[config.mk]
export PLATFORM = sky130hd
export DESIGN_NAME = fft_frame_feeder
export DESIGN_NICKNAME = d
export VERILOG_FILES = /design/src/rtl/fft_frame_feeder.sv
export SDC_FILE = /design/constraint.sdc
export NUM_CORES = 1
export LEC_CHECK = 0
export CORE_AREA = 2 2 63 65
export CTS_BUF_LIST = sky130_fd_sc_hd__clkbuf_4 sky130_fd_sc_hd__clkbuf_8
export DETAILED_ROUTE_END_ITERATION = 12
export DIE_AREA = 0 0 65 67
export DONT_BUFFER_PORTS = 1
export GPL_TIMING_DRIVEN = 0
export PLACE_DENSITY_LB_ADDON = 0.25
export SYNTH_ARGS = -nofsm -noshare
export SYNTH_HDL_FRONTEND = slang
export SYNTH_SLANG_ARGS = --single-unit
[constraint.sdc]
create_clock -name clk -period 4.3 [get_ports clk]
set_clock_uncertainty 0.05 [all_clocks]
set_input_delay 0.43 -clock clk [delete_from_list [all_inputs] [get_ports clk]]
set_output_delay 0.43 -clock clk [all_outputs]
set_load 0.02 [all_outputs]
[src/rtl/fft_frame_feeder.sv]
// fft_frame_feeder: pops PCM words from the prefetch FIFO and streams them to the
// FFT core as fixed-length frames, keeping a completed-frame count and a sticky underrun flag.
module fft_frame_feeder #(
  parameter int DATA_WIDTH = 16,
  parameter int FRAME_LEN  = 1024,
  parameter int CNT_WIDTH  = 10,
  parameter int SWAP_BYTES = 0
) (
  input  logic                  clk,
  input  logic                  rst_n,
  input  logic                  en,
  input  logic                  clr_stat,
  input  logic                  fifo_rd_vld,
  input  logic [DATA_WIDTH-1:0] fifo_rd_data,
  output logic                  fifo_rd_en,
  output logic [DATA_WIDTH-1:0] m_tdata,
  output logic                  m_tvalid,
  input  logic                  m_tready,
  output logic                  m_tlast,
  output logic [15:0]           frame_cnt,
  output logic                  underrun,
  output logic                  busy
);

  localparam logic [CNT_WIDTH-1:0] LAST_IDX = CNT_WIDTH'(FRAME_LEN - 1);
  localparam logic [0:0] ST_IDLE = 1'b0;
  localparam logic [0:0] ST_RUN  = 1'b1;

  logic [0:0]            state;
  logic [CNT_WIDTH-1:0]  idx;
  logic                  can_load;
  logic                  at_last;
  logic                  frame_done;
  logic                  underrun_set;
  logic [DATA_WIDTH-1:0] word;

  assign can_load     = !m_tvalid || m_tready;
  assign fifo_rd_en   = (state == ST_RUN) && fifo_rd_vld && can_load;
  assign at_last      = (idx == LAST_IDX);
  assign frame_done   = m_tvalid && m_tready && m_tlast;
  assign underrun_set = (state == ST_RUN) && (idx != '0) && !fifo_rd_vld && can_load;
  assign busy         = (state == ST_RUN) || m_tvalid;

  // Byte order of the write side is fixed at build time, so the swap is pure wiring.
  generate
    if (SWAP_BYTES != 0) begin : g_swap
      assign word = {fifo_rd_data[DATA_WIDTH/2-1:0], fifo_rd_data[DATA_WIDTH-1:DATA_WIDTH/2]};
    end else begin : g_noswap
      assign word = fifo_rd_data;
    end
  endgenerate

  // Frame sequencer: en only matters in IDLE and on the last pop of a frame.
  always_ff @(posedge clk or negedge rst_n) begin
    if (!rst_n) begin
      state <= ST_IDLE;
      idx   <= '0;
    end else begin
      case (state)
        ST_IDLE: begin
          idx <= '0;
          if (en) state <= ST_RUN;
        end
        ST_RUN: begin
          if (fifo_rd_en) begin
            idx <= at_last ? '0 : idx + 1'b1;
            if (at_last && !en) state <= ST_IDLE;
          end
        end
        default: state <= ST_IDLE;
      endcase
    end
  end

  always_ff @(posedge clk or negedge rst_n) begin
    if (!rst_n) begin
      m_tdata  <= '0;
      m_tvalid <= 1'b0;
      m_tlast  <= 1'b0;
    end else if (fifo_rd_en) begin
      m_tdata  <= word;
      m_tvalid <= 1'b1;
      m_tlast  <= at_last;
    end else if (m_tvalid && m_tready) begin
      m_tvalid <= 1'b0;
      m_tlast  <= 1'b0;
    end
  end

  // A clear coinciding with a qualifying event keeps that event.
  always_ff @(posedge clk or negedge rst_n) begin
    if (!rst_n) begin
      frame_cnt <= '0;
      underrun  <= 1'b0;
    end else begin
      if (clr_stat) frame_cnt <= frame_done ? 16'd1 : 16'd0;
      else if (frame_done) frame_cnt <= frame_cnt + 16'd1;
      underrun <= underrun_set || (underrun && !clr_stat);
    end
  end

endmodule

==> metrics.md <==
| Metric | Value |
|---|---|
| Reg2Reg Depth | 4 |
| Yosys warning count | 0 |
| Mean Syn Cell Area | 9.49 um^2 |
| Tot GR Track Use | 23.7% |
| Area Overhead vs Synth | 7.65% |
| Register-to-Register Setup Slack | 2.54 ns |
| Core Footprint | approximately 3600 um^2 |
| Sequential share of power | 60.8% |
| RSZ-0062 raised after global routing | false |
| Final Cell Area | 2480 um^2 |
| Simple-gate share of the synthesized area | 32.2% |
| Top FF cell, synth | dfrtp_1 |
| Wirelength, routed | roughly 4600 um |
| Fmax | approximately 490 MHz |
| Min Tclk post-route | 2.03 ns |
| Die Ht | 67 um |
| Clock power frac | about a quarter |
| Critical path data required time | between 3 and 4 ns |
| CP Capture Type | output pin |
| DR iter-0 viols | 152 |
| Worst hold start | fifo_rd_vld |
| EDFF count, synth | 0 |
| Slew Viols, Final | 0 |
| Clk buf depth | 2 |
| GRT Residual Overflow | 0 |
| Largest net degree at the start of global routing | 47 |
| PortBufs | 0 |
| Pleak | 1.15 nW |
| Max_slew headroom | 68.4% |
| Share of layout cells above drive strength 1 | 11.9% |
| Internal power | 0.000634 W |
| Count of cell types in the netlist | 45 |
| Worst EP arrival | 1.55 ns |
| Psw | 0.000281 W |
| Cts repair resizes | 0 |
| DP HPWL | 3220 um |
| CTS tree | done |
| Mapped Cells | 243 |
| Final GP Congestion | 0.911 |
| Nets | 277 |
| Peak fanout along the critical path | 10 |
| Routed Antenna Nets | 0 |
| RR Endpoint | frame_cnt[15] |
| Vias in the first global route | 1788 |
| Via count of the routed design | between 1500 and 2000 |
| CTS sink count | 46 |
| R2r startpoint | frame_cnt[4] |
| Largest family of logic cells by synthesized area | simple AND/OR/NAND/NOR gates |
| Min setup slack post-route | about 2.3 ns |
| N_diodes | 0 |
| Clk Latency, worst-skew pair | 0.29 ns |
| Setup TNS | 0 ns |
| First-pass GRT wire length | roughly 7900 um |
| CTS root buf | clkbuf_8 |
| Slew @ Worst Pin | ~0.47 ns |
| Share of the yosys chip area belonging to registers | 49.9% |
| Setup Buffers After CTS | 0 |
| Post-Synth XOR/XNOR Area | 4.93% |
| Vias per cell | 5.90 |
| Initial antenna violation count | 0 |
| Die Wd | ~65 um |
| Mux cell area share after synthesis | 2.22% |
| Critical path startpoint category | flip-flop |
| Status | completed |
| Post-Syn Nets | 268 |
| Synth Area in Adders | roughly 1.6% |
| Sw Ratio | 30.7% |
| Number of I/O pins | approximately 60 |
| Hold/Removal Path Class | input port to flip-flop |
| FF+latch count, synth | 46 |
| Wire per inst | ~15 um |
| Die area | 4360 um^2 |
| DRC | 0 |
| Final hold violation count | 0 |
| Worst hold stages | 1 |
| DRT Pass-1 Iters | 5 |
| Hold Buf Count CTS | 2 |
| H-tree depth | 2 |
| Compound-gate portion of the synthesized area | 5.64% |
| Worst vdd ir | 0.263 mV |
| Maxcap violations | 0 |
| Commonest non-fill, non-tap cells in the layout | nand2_1 (59), dfrtp_1 (46), nor2_1 (19) |
| CP startpoint | m_tvalid |
| TritonCTS Buffers | 5 |
| Crit share post-route | 47.3% |
| Gate power share | 12.7% |
| CP Class | flip-flop to output pin |
| Row cnt | 22 |
| Clock-pin slew on the worst setup and hold paths | 0.08 ns |
| Final Setup Violations | 0 |
| Most common cell after layout, fill and taps aside | nand2_1 |
| Pwr per Cell Area | approximately 370 nW/um^2 |
| Initial core utilization | 64.0% |
| FFs w/ async S/R, synth | 100% |
| Placed Area | approximately 2400 um^2 |
| Pre-CTS setup slack | 2.54 ns |
| Synthesized area | 2310 um^2 |
| Worst Hold Endpoint | underrun |
[per-layer routing]
layer | vias to the layer above | share of wire [%] | wire (um) | track usage [%]
met3 | 10 | 11 | 492 | 8.95
met5 | - | 0 | 0 | 0
li1 | 842 | - | - | -
met1 | 826 | 42 | 1900 | 30.2
met2 | 93 | 46 | 2110 | 35.8
met4 | 0 | 1.7 | 76 | 10.4
[layout make-up]
class                   instances  area, um^2
clock buffers                   5        68.8
fillers                       275        1120
multi-input cells             178        1070
well taps                      48        60.1
plain buffers                   9        43.8
inverters                      10        37.5
clock inverters                 2        10.0
repair buffers                  2        37.5
flip-flops and latches         46        1150
[power groups by stage]
stage | registers, W | clock network, W | logic (W)
4_1_cts | 0.000555 | 0.000249 | 0.000118
6_report | 0.000557 | 0.000242 | 0.000116
2_1_floorplan | 0.000549 | 0 | 0.0000857
5_1_grt | 0.000565 | 0.000270 | 0.000134
3_5_place_dp | 0.000562 | 0 | 0.000106
3_3_place_gp | 0.000562 | 0 | 0.000100
[sequential cells by signal (all words and copies together), names as in the netlist]
name and count:
state 1, frame_cnt 16, idx 10, m_tlast 1, m_tvalid 1, underrun 1, m_tdata 16
[synthesized netlist by cell type (all sizes together), types with 5 or more instances]
cell type,instances,area [um^2]
nand2,59,221
dfrtp,46,1150
nand3,20,118
nor2,19,71.3
inv,10,37.5
xnor2,10,87.6
nor4,8,90.1
buf,7,36.3
nand4,7,73.8
nor3,6,35.0
a21oi,5,25.0
nor2b,5,31.3
o21ai,5,25.0
[how the worst max path moves through the flow]
stage,slack (ns),endpoint,cells after the start
2_1_floorplan,2.69,frame_cnt[15],4
3_3_place_gp,2.58,frame_cnt[15],4
3_5_place_dp,2.54,frame_cnt[15],4
4_1_cts,2.26,fifo_rd_en,5
5_1_grt,2.17,fifo_rd_en,5
6_report,2.27,fifo_rd_en,5
[cell families after synthesis]
| family | after synthesis |
|---|---|
| compound gates | 19 |
| simple gates | 139 |
| xor+xnor | 13 |
| buf+inv | 19 |
| fa+ha+maj | 3 |
| mux | 4 |
| flops | 46 |
[stage by stage]
step | utilization (%) | hold WS, ns | power (W) | cells
3_3_place_gp | 65.6 | 0.0850 | 0.000662 | 291
4_1_cts | 68.9 | 0.174 | 0.000922 | 300
3_5_place_dp | 65.6 | 0.0852 | 0.000668 | 291
2_1_floorplan | - | 0.0844 | 0.000635 | 243
5_1_grt | 68.9 | 0.176 | 0.000970 | 300
6_report | 68.9 | 0.181 | 0.000915 | 300
[worst max-delay path, stage by stage, from the launching register on]
cell and delay [ns]:
dfrtp_1 0.47, buf_4 0.20, nand2b_2 0.13, nand3_4 0.13
inv_2 0.08, buf_2 0.25
Note: power is estimated with default switching activity, not from simulation.
